`src/rtl/imem_loader_pkg.sv`:
```
// Shared types and constants for the instruction-memory program loader.
// Contents: loader FSM state encoding, bytes-per-word and header width constants,
//           and a helper that says which states accept bytes from the UART.
package imem_loader_pkg;

  typedef enum logic [2:0] {
    IDLE,
    LEN0,
    LEN1,
    DATA,
    WRITE,
    DONE,
    ERROR
  } ldr_state_t;

  localparam int BYTES_PER_WORD = 4;
  localparam int LEN_WIDTH      = 16;

  // States in which the loader will take a byte from the RX stream.
  function automatic logic accepts_bytes(input ldr_state_t s);
    return (s == LEN0) || (s == LEN1) || (s == DATA);
  endfunction

endpackage

```
`src/rtl/imem_loader_if.sv`:
```
// Loader-side bundle: control/status, UART RX byte stream and memory write port.
// master : the loader (drives rx_ready, write port, busy/done/error/words_loaded).
// slave  : the environment (drives start, rx_valid, rx_data; observes the rest).
interface imem_loader_if #(
  parameter int ADDR_WIDTH = 12,
  parameter int DATA_WIDTH = 32
);
  logic                  start;
  logic                  rx_valid;
  logic [7:0]            rx_data;
  logic                  rx_ready;
  logic                  writeEnable;
  logic [ADDR_WIDTH-1:0] writeAddress;
  logic [DATA_WIDTH-1:0] writeData;
  logic                  busy;
  logic                  done;
  logic                  error;
  logic [ADDR_WIDTH:0]   words_loaded;

  modport master (
    input  start, rx_valid, rx_data,
    output rx_ready, writeEnable, writeAddress, writeData,
    output busy, done, error, words_loaded
  );

  modport slave (
    output start, rx_valid, rx_data,
    input  rx_ready, writeEnable, writeAddress, writeData,
    input  busy, done, error, words_loaded
  );
endinterface

```
`src/rtl/imem_loader_timeout.sv`:
```
// Inter-byte idle timer: counts enabled cycles, saturates at TIMEOUT_CYCLES.
// Ports: clock/reset; clear_i zeroes the count (wins over enable_i);
//        enable_i advances it; expired_o is high while the count equals TIMEOUT_CYCLES.
module ldr_timeout #(
  parameter int TIMEOUT_CYCLES = 1000000
) (
  input  logic clock,
  input  logic reset,
  input  logic clear_i,
  input  logic enable_i,
  output logic expired_o
);
  localparam int CW = $clog2(TIMEOUT_CYCLES + 1);

  logic [CW-1:0] count_q, count_d;

  assign expired_o = (count_q == CW'(TIMEOUT_CYCLES));

  always_comb begin
    count_d = count_q;
    if (clear_i) begin
      count_d = '0;
    end else if (enable_i && !expired_o) begin
      count_d = count_q + CW'(1);
    end
  end

  always_ff @(posedge clock or posedge reset) begin
    if (reset) begin
      count_q <= '0;
    end else begin
      count_q <= count_d;
    end
  end
endmodule

```
`src/rtl/imem_loader.sv`:
```
// Program loader: parses a 16-bit little-endian word count from the UART byte stream,
// assembles little-endian 32-bit words and writes them to instruction memory from address 0.
// Ports: clock, reset (async, active-high); bus (imem_loader_if.master) carrying start,
//        rx_valid/rx_data/rx_ready, writeEnable/writeAddress/writeData, busy/done/error/words_loaded.
module imem_loader
  import imem_loader_pkg::*;
#(
  parameter int DATA_WIDTH     = 32,
  parameter int ADDR_WIDTH     = 12,
  parameter int TIMEOUT_CYCLES = 1000000
) (
  input  logic          clock,
  input  logic          reset,
  imem_loader_if.master bus
);
  // Largest legal word count: the whole memory.
  localparam logic [31:0]         DEPTH    = 32'd1 << ADDR_WIDTH;
  localparam logic [ADDR_WIDTH:0] WCNT_ONE = 1;
  localparam logic [ADDR_WIDTH-1:0] ADDR_ONE = 1;
  localparam logic [1:0]          LAST_BYTE = 2'(BYTES_PER_WORD - 1);

  ldr_state_t            state_q, state_d;
  logic [7:0]            len_lo_q, len_lo_d;
  logic [LEN_WIDTH-1:0]  len_q, len_d;
  logic [1:0]            byte_idx_q, byte_idx_d;
  logic [DATA_WIDTH-1:0] word_q, word_d;
  logic [ADDR_WIDTH-1:0] addr_q, addr_d;
  logic [ADDR_WIDTH:0]   words_q, words_d;

  logic rx_ready;
  logic xfer;
  logic to_clear;
  logic to_enable;
  logic to_expired;

  // Byte acceptance is a pure decode of the registered state.
  assign rx_ready = accepts_bytes(state_q);
  assign xfer     = bus.rx_valid && rx_ready;

  // Idle timer restarts on every accepted byte and on any state change,
  // and only runs while waiting for the length high byte or data bytes.
  assign to_clear  = xfer || (state_d != state_q);
  assign to_enable = (state_q == LEN1) || (state_q == DATA);

  ldr_timeout #(
    .TIMEOUT_CYCLES(TIMEOUT_CYCLES)
  ) u_timeout (
    .clock    (clock),
    .reset    (reset),
    .clear_i  (to_clear),
    .enable_i (to_enable),
    .expired_o(to_expired)
  );

  always_comb begin
    state_d    = state_q;
    len_lo_d   = len_lo_q;
    len_d      = len_q;
    byte_idx_d = byte_idx_q;
    word_d     = word_q;
    addr_d     = addr_q;
    words_d    = words_q;

    case (state_q)
      IDLE, DONE, ERROR: begin
        if (bus.start) begin
          state_d    = LEN0;
          words_d    = '0;
          addr_d     = '0;
          byte_idx_d = '0;
        end
      end

      LEN0: begin
        if (xfer) begin
          len_lo_d = bus.rx_data;
          state_d  = LEN1;
        end
      end

      LEN1: begin
        if (xfer) begin
          len_d      = {bus.rx_data, len_lo_q};
          byte_idx_d = '0;
          if ({bus.rx_data, len_lo_q} == '0) begin
            state_d = DONE;
          end else if ({16'd0, bus.rx_data, len_lo_q} > DEPTH) begin
            state_d = ERROR;
          end else begin
            state_d = DATA;
          end
        end else if (to_expired) begin
          state_d = ERROR;
        end
      end

      DATA: begin
        if (xfer) begin
          // Shift right so the first byte ends up in the least significant lane.
          word_d = {bus.rx_data, word_q[DATA_WIDTH-1:8]};
          if (byte_idx_q == LAST_BYTE) begin
            byte_idx_d = '0;
            state_d    = WRITE;
          end else begin
            byte_idx_d = byte_idx_q + 2'd1;
          end
        end else if (to_expired) begin
          state_d = ERROR;
        end
      end

      WRITE: begin
        words_d = words_q + WCNT_ONE;
        if ((32'(words_q) + 32'd1) == 32'(len_q)) begin
          // Address is left on the last written word so a full-depth load never wraps.
          state_d = DONE;
        end else begin
          addr_d  = addr_q + ADDR_ONE;
          state_d = DATA;
        end
      end

      default: begin
        state_d = IDLE;
      end
    endcase
  end

  always_ff @(posedge clock or posedge reset) begin
    if (reset) begin
      state_q    <= IDLE;
      len_lo_q   <= '0;
      len_q      <= '0;
      byte_idx_q <= '0;
      word_q     <= '0;
      addr_q     <= '0;
      words_q    <= '0;
    end else begin
      state_q    <= state_d;
      len_lo_q   <= len_lo_d;
      len_q      <= len_d;
      byte_idx_q <= byte_idx_d;
      word_q     <= word_d;
      addr_q     <= addr_d;
      words_q    <= words_d;
    end
  end

  // All outputs decode registered state, so reset clears them asynchronously.
  assign bus.rx_ready     = rx_ready;
  assign bus.writeEnable  = (state_q == WRITE);
  assign bus.writeAddress = (state_q == WRITE) ? addr_q : '0;
  assign bus.writeData    = (state_q == WRITE) ? word_q : '0;
  assign bus.busy         = (state_q == LEN0) || (state_q == LEN1) ||
                            (state_q == DATA) || (state_q == WRITE);
  assign bus.done         = (state_q == DONE);
  assign bus.error        = (state_q == ERROR);
  assign bus.words_loaded = words_q;
endmodule
```
`src/flat_wrapper.sv`:
```
// flat-port wrapper written by rule: the top's interface ports become plain ports
module imem_loader_flat import imem_loader_pkg::*;
#(
  parameter int DATA_WIDTH     = 32,
  parameter int ADDR_WIDTH     = 12,
  parameter int TIMEOUT_CYCLES = 1000000
)
  (clock, reset, bus_start, bus_rx_valid, bus_rx_data, bus_rx_ready, bus_writeEnable, bus_writeAddress, bus_writeData, bus_busy, bus_done, bus_error, bus_words_loaded);
  imem_loader_if #(.ADDR_WIDTH(ADDR_WIDTH), .DATA_WIDTH(DATA_WIDTH)) bus_i ();
  input  logic clock;
  input  logic reset;
  input wire logic [$bits(bus_i.start)-1:0] bus_start;
  input wire logic [$bits(bus_i.rx_valid)-1:0] bus_rx_valid;
  input wire logic [$bits(bus_i.rx_data)-1:0] bus_rx_data;
  output wire logic [$bits(bus_i.rx_ready)-1:0] bus_rx_ready;
  output wire logic [$bits(bus_i.writeEnable)-1:0] bus_writeEnable;
  output wire logic [$bits(bus_i.writeAddress)-1:0] bus_writeAddress;
  output wire logic [$bits(bus_i.writeData)-1:0] bus_writeData;
  output wire logic [$bits(bus_i.busy)-1:0] bus_busy;
  output wire logic [$bits(bus_i.done)-1:0] bus_done;
  output wire logic [$bits(bus_i.error)-1:0] bus_error;
  output wire logic [$bits(bus_i.words_loaded)-1:0] bus_words_loaded;
  assign bus_i.start = bus_start;
  assign bus_i.rx_valid = bus_rx_valid;
  assign bus_i.rx_data = bus_rx_data;
  assign bus_rx_ready = bus_i.rx_ready;
  assign bus_writeEnable = bus_i.writeEnable;
  assign bus_writeAddress = bus_i.writeAddress;
  assign bus_writeData = bus_i.writeData;
  assign bus_busy = bus_i.busy;
  assign bus_done = bus_i.done;
  assign bus_error = bus_i.error;
  assign bus_words_loaded = bus_i.words_loaded;
  imem_loader #(.DATA_WIDTH(DATA_WIDTH), .ADDR_WIDTH(ADDR_WIDTH), .TIMEOUT_CYCLES(TIMEOUT_CYCLES)) u_core (.clock(clock), .reset(reset), .bus(bus_i));
endmodule
```
`config.mk`:
```
export PLATFORM = sky130hd
export DESIGN_NAME = imem_loader_flat
export DESIGN_NICKNAME = d
export VERILOG_FILES = /design/src/rtl/imem_loader_pkg.sv /design/src/rtl/imem_loader_if.sv /design/src/rtl/imem_loader_timeout.sv /design/src/rtl/imem_loader.sv /design/src/flat_wrapper.sv
export SDC_FILE = /design/constraint.sdc
export NUM_CORES = 1
export LEC_CHECK = 0
export ABC_AREA = 1
export CORE_MARGIN = 5
export CORE_UTILIZATION = 40
export CTS_BUF_LIST = sky130_fd_sc_hd__clkbuf_8
export DETAILED_ROUTE_END_ITERATION = 8
export PLACE_DENSITY = 0.63
export SYNTH_ARGS = -nofsm -noshare
export SYNTH_HDL_FRONTEND = slang
export SYNTH_SLANG_ARGS = --single-unit
```
`constraint.sdc`:
```
create_clock -name clock -period 5.55 [get_ports clock]
set_input_delay 1.665 -clock clock [delete_from_list [all_inputs] [get_ports clock]]
set_output_delay 1.665 -clock clock [all_outputs]
set_load 0.01 [all_outputs]
```
Yosys cells after proc, flatten, opt, wreduce, memory -nomap -nowiden
Cells that the tools add are included.
{ "totals": {"ff_bits": 106, "latch_bits": 0, "ram_bits": 0, "mem_bits_ro": 0, "in_bits": 12, "out_inout_bits": 62, "word_cells": 72, "memories": 0} }
{ "op_classes": {"addsub": 5, "n_mul": 0, "div_mod_pow": 0, "n_lt_le_gt_ge": 1, "eq_ne": 14, "shift": 0, "mux": 24, "bitwise": 0, "n_reduce_logical": 20} }
{ "ops": {"columns": ["op", "count"], "rows": [
  ["$mux W20", 2],
  ["$mux W12", 3],
  ["$eq A32 B16 Y1", 1],
  ["$mux W32", 1],
  ["$mux W3", 9],
  ["$pmux W13 S2", 1],
  ["$pmux W12 S2", 1],
  ["$add A20 B1 Y20 const B", 1],
  ["$eq A20 B20 Y1 const B", 1],
  ["$gt A16 B13 Y1 const B", 1],
  ["$logic_not A16 Y1", 1],
  ["$pmux W3 S5", 1],
  ["$add A13 B1 Y14 const B", 1],
  ["$add A13 B1 Y13 const B", 1],
  ["$mux W13", 1],
  ["$add A12 B1 Y12 const B", 1],
  ["$eq A3 B3 Y1 const B", 3],
  ["$mux W2", 4],
  ["$reduce_and A2 Y1", 4],
  ["$eq A3 B2 Y1 const B", 2],
  ["$pmux W2 S3", 1],
  ["$logic_or A1 B1 Y1", 5],
  ["$ne A2 B1 Y1 const B", 2],
  ["$ne A2 B2 Y1 const B", 2],
  ["12 further kinds", 14]
]} }

Depth between registers and ports, before layout
{ "logic_depth": {"ltp_word": 9, "depth_mapped": 16, "mapped_depth_nobuf": 16} }

Modules after synthesis
From an unflattened synthesis, not the netlist that was laid out.
{ "unflattened": {"cells_unflattened": 855, "area_unflattened_um2": 6113.4} }
{ "modules_own_cells": {"columns": ["mod", "instances", "cells_per_inst", "area_per_inst_um2"], "rows": [
  ["imem_loader", 1, 642, 4631.9],
  ["ldr_timeout", 1, 213, 1481.4]
]} }

Worst setup path after synthesis
No wires, ideal clock.
{ "synth_path": {"path_kind": "input-to-reg", "start": "input port bus_rx_valid", "end": "register u_core.u_timeout.count_q[7]", "setup_time_ps": 69, "arrival_time_ps": 2781, "t_required_ps": 5481, "slack_ps": 2700, "stages": 12, "path_cell_list": "clkbuf_1 inv_1 o21ai_0 o31ai_1 inv_1 nand2_1 nand2_1 nor2_1 nor2_1 nand2_2 buf_6 nor2_2"} }
{ "synth_between": {"elab_chain_len": 6, "elab_cells_between_ends": 9, "cone_classes": "1 x eq/ne; 5 x mux; 3 x reduce/logical"} }
{ "synth_lines": {"columns": ["item", "line_no", "source"], "rows": [
  ["from (decl)", "flat_wrapper.sv:13", "input wire logic [$bits(bus_i.rx_valid)-1:0] bus_rx_valid;"],
  ["$logic_and A1 B1 Y1 *", "imem_loader.sv:38", "assign xfer = bus.rx_valid && rx_ready;"],
  ["$mux W3, on equally long branches", "imem_loader.sv:98, imem_loader.sv:75, imem_loader.sv:82", null],
  ["$pmux W3 S5", "imem_loader.sv:64", "case (state_q)"],
  ["$ne A3 B3 Y1", "imem_loader.sv:42", "assign to_clear = xfer || (state_d != state_q);"],
  ["$logic_or A1 B1 Y1 *", "imem_loader.sv:42", null],
  ["$mux W20 or $reduce_bool A2 Y1 (tied branches)", null, null],
  ["to (signal assigned)", "imem_loader_timeout.sv:32", "count_q <= count_d;"],
  ["to (decl)", "imem_loader_timeout.sv:15", "logic [CW-1:0] count_q, count_d;"]
]} }
Mark *: on every way between the ends. The rest lies on a longest branch, timed or not.
A chain may end at the register's enable or synchronous reset.

Worst setup path after layout
{ "layout_path": {"start": "register u_core.state_q[2]", "end": "output port bus_writeAddress[2]"} }
{ "layout_between": {"elab_chain_len": 2} }
{ "layout_lines": {"columns": ["item", "line_no", "source"], "rows": [
  ["from (decl)", "imem_loader.sv:22", "ldr_state_t state_q, state_d;"],
  ["from (signal assigned)", "imem_loader.sv:139", "state_q <= state_d;"],
  ["$eq A3 B3 Y1", "imem_loader.sv:152", "assign bus.writeAddress = (state_q == WRITE) ? addr_q : '0;"],
  ["$mux W12", "imem_loader.sv:152", null],
  ["to (decl)", "flat_wrapper.sv:17", "output wire logic [$bits(bus_i.writeAddress)-1:0] bus_writeAddress;"]
]} }
No other way between the ends.

==> results.toml <==
[run_status]
status = "completed"

[worst_setup_path]
cp-end-kind = "output pin"
path_max_fanout = 42
cp.required_ps = 3880
worstSetupPathType = "reg2out"
crit_arrival_ps = 2600
start_kind = "register"

[yosys]
synth_ff_type = "dfrtp_1"
syn_area_um2 = 5820
synth_nets = 791
synth_edf_count = 0
synthCells = 774
async_flop_share = 1.00
yosysWarnings = 0
avgSynthCellArea_um2 = 7.52
ys_ff_latch = 106
synthDistinctLibCells = 31
ys_seq_area_frac = 0.456

[grt]
antenna_found_initial = 0
grt_pass1_vias = 4728
grt_start_max_net_pins = 65
grtUsageTotal = 0.164
grt_pass1_wl_mm = 22.5
grt_overflow = 0

[drt]
vias = 4865
dr.pass1.iters = 4
routed_wl_mm = 13.0
antenna_left = 0
routed_via_density = 4.73
wire_per_inst_um = 12.6
drc_errors = 0
drt_iter0_markers = 295

[sta]
fin_crit_sh = 0.769
fin_setup_tns_ps = 0
hold_violations = 0
tightest_slew_ps = 929
hold_ws_ps = 497
min_period_ps = 4270
setup-violations-final = 0
rsz0062_at_grt = "false"
fmax_mhz = 234
skew_ps = 13.2
final-max-slew-violation-count = 0
slew_headroom = 0.378

[placed_design]
dp_cells = 1012
placed_area_um2 = 6710
gp_routability_congestion = 0.850
io_buffers = 73
dp_hpwl_mm = 9.41

[clock_network]
path_clk_slew_ps = 110
htree_levels = 3
worstSkewPairLatency_ps = 390
postCtsSetupBuffers = 0
cts_root_buf = "clkbuf_8"
hold_buffers = 0
tritoncts = "built"
cts_made_buffers = 9
cts.sinks = 106
cts_resized = 0
ctsLongestPathBuffers = 2

[floorplan]
core_area_um2 = 14400
die_w_um = 131
start_util = 0.403
fp.dieH_um = 131
rows = 44
dieArea_um2 = 17100
ios = 74

[run]
cap_viol_max_count = 0

[layout]
num_antenna_cells = 0
fillers = 1463
nNetsFinal = 856
final_cell_area_um2 = 6950
drive_above_1_share = 0.0770
final_cell_count_no_fill = 1028
syn2layout_area_growth_pct = 19.4

[hold_path]
hold_class = "reg2reg"

[pwr]
cellPowerDensity_nw_per_um2 = 377
ir_worst_vdd_v = 0.000159
leakagePower_nw = 3.04
-- power breakdown --
| group | switching (mW) | internal, mW |
|---|---|---|
| logic | 0.627 | 0.321 |
| clock network | 0.292 | 0.263 |
| registers | 0.140 | 0.979 |
-- routing by layer --
layer  up-vias  GRT usage  part of all wire
met3        18     0.0411             0.050
met5         -          0                 0
met4         0     0.0575             0.018
met1      2217      0.231              0.51
li1       2548          -                 -
met2        82      0.247              0.43
-- kinds of logic after synthesis --
family                   Yosys count  synth area share
AND/OR/NAND/NOR                  407             0.315
buffers and inverters            141            0.0948
flip-flops                       106             0.456
AO/OA/AOI/OAI                     89            0.0798
XOR/XNOR                          26            0.0439
adder cells (fa/ha/maj)            5            0.0108
-- placed cells by master, fill, tap and decap left out, types with 3 or more instances in the layout --
cell type / n
nor2_4: 5
o21ai_0: 73
clkbuf_8: 9
nor2_2: 22
nand3b_1: 7
nor3_1: 13
dfrtp_1: 106
nand3_2: 5
clkdlybuf4s50_1: 73
inv_1: 115
o31ai_1: 3
nand2_1: 192
xor2_1: 23
nor4_1: 3
nand3_1: 46
inv_2: 3
ha_1: 5
o22ai_1: 7
a21oi_1: 4
nand2_2: 6
nand4_1: 10
nor2_1: 92
-- cells in the mapped netlist (3+ instances only) --
cell type	n	area, um2
nand2_1	193	724
ha_1	5	62.6
nor2_2	22	138
nor3_1	13	65.1
o21ai_0	73	365
nand3b_1	7	52.6
nand2_2	5	31.3
inv_1	116	435
a21oi_1	4	20.0
xor2_1	23	201
nand4_1	10	62.6
nor4_1	3	18.8
dfrtp_1	106	2650
o22ai_1	7	43.8
o31ai_1	3	22.5
nor2_4	5	56.3
nand3_2	5	50.1
buf_6	3	33.8
nor2_1	92	345
inv_2	3	11.3
nand3_1	46	230
clkbuf_1	19	71.3
-- stage by stage --
stage | utilization | total power [mW] | setup WS (ps)
finish | 0.482 | 2.62 | 1280
global route | 0.482 | 2.86 | 1080
CTS | 0.482 | 2.66 | 1220
detailed placement | 0.465 | 2.09 | 1450
global placement | 0.465 | 2.08 | 1510
floorplan | - | 1.85 | 1100
-- worst max-delay path: stages (launching register included) --
cell and delay [ps]:
dfrtp_1 480, inv_2 190, nor2_4 60, inv_2 550, buf_4 360, nor2_1 70
clkdlybuf4s50_1 490
-- final timing paths --
path	startpoint	endpoint	slack, ps	cells past startpoint
max in group asynchronous	reset	u_core.u_timeout.count_q[14]$_DFFE_PP0P_	3080	3
hold reg to reg	u_core.word_q[0]$_DFFE_PP0P_	u_core.word_q[0]$_DFFE_PP0P_	500	2
min in group asynchronous	reset	u_core.word_q[2]$_DFFE_PP0P_	1750	2
setup reg to reg	u_core.state_q[2]$_DFF_PP0_	u_core.u_timeout.count_q[2]$_DFFE_PP0P_	2660	11
hold / removal	u_core.word_q[0]$_DFFE_PP0P_	u_core.word_q[0]$_DFFE_PP0P_	500	2
setup / recovery	u_core.state_q[2]$_DFF_PP0_	bus_writeAddress[2]	1280	6
-- sequential cells by signal, summed over array words and instances (netlist names) --
signal	cells
u_core.byte_idx_q	2
u_core.state_q	3
u_core.addr_q	12
u_core.bus.words_loaded	13
u_core.word_q	32
u_core.len_lo_q	8
u_core.len_q	16
u_core.u_timeout.count_q	20
-- final cells by class --
| class | instances | area, um2 | share of cell area |
|---|---|---|---|
| Sequential cell | 106 | 2650 | 0.382 |
| Inverter | 119 | 449 | 0.0647 |
| Multi-Input combinational cell | 527 | 2620 | 0.377 |
| Clock inverter | 7 | 108 | 0.0155 |
| Tap cell | 184 | 230 | 0.0331 |
| Timing Repair Buffer | 76 | 766 | 0.110 |
| Clock buffer | 9 | 124 | 0.0178 |
No activity file was read; power rests on OpenSTA's default activity.
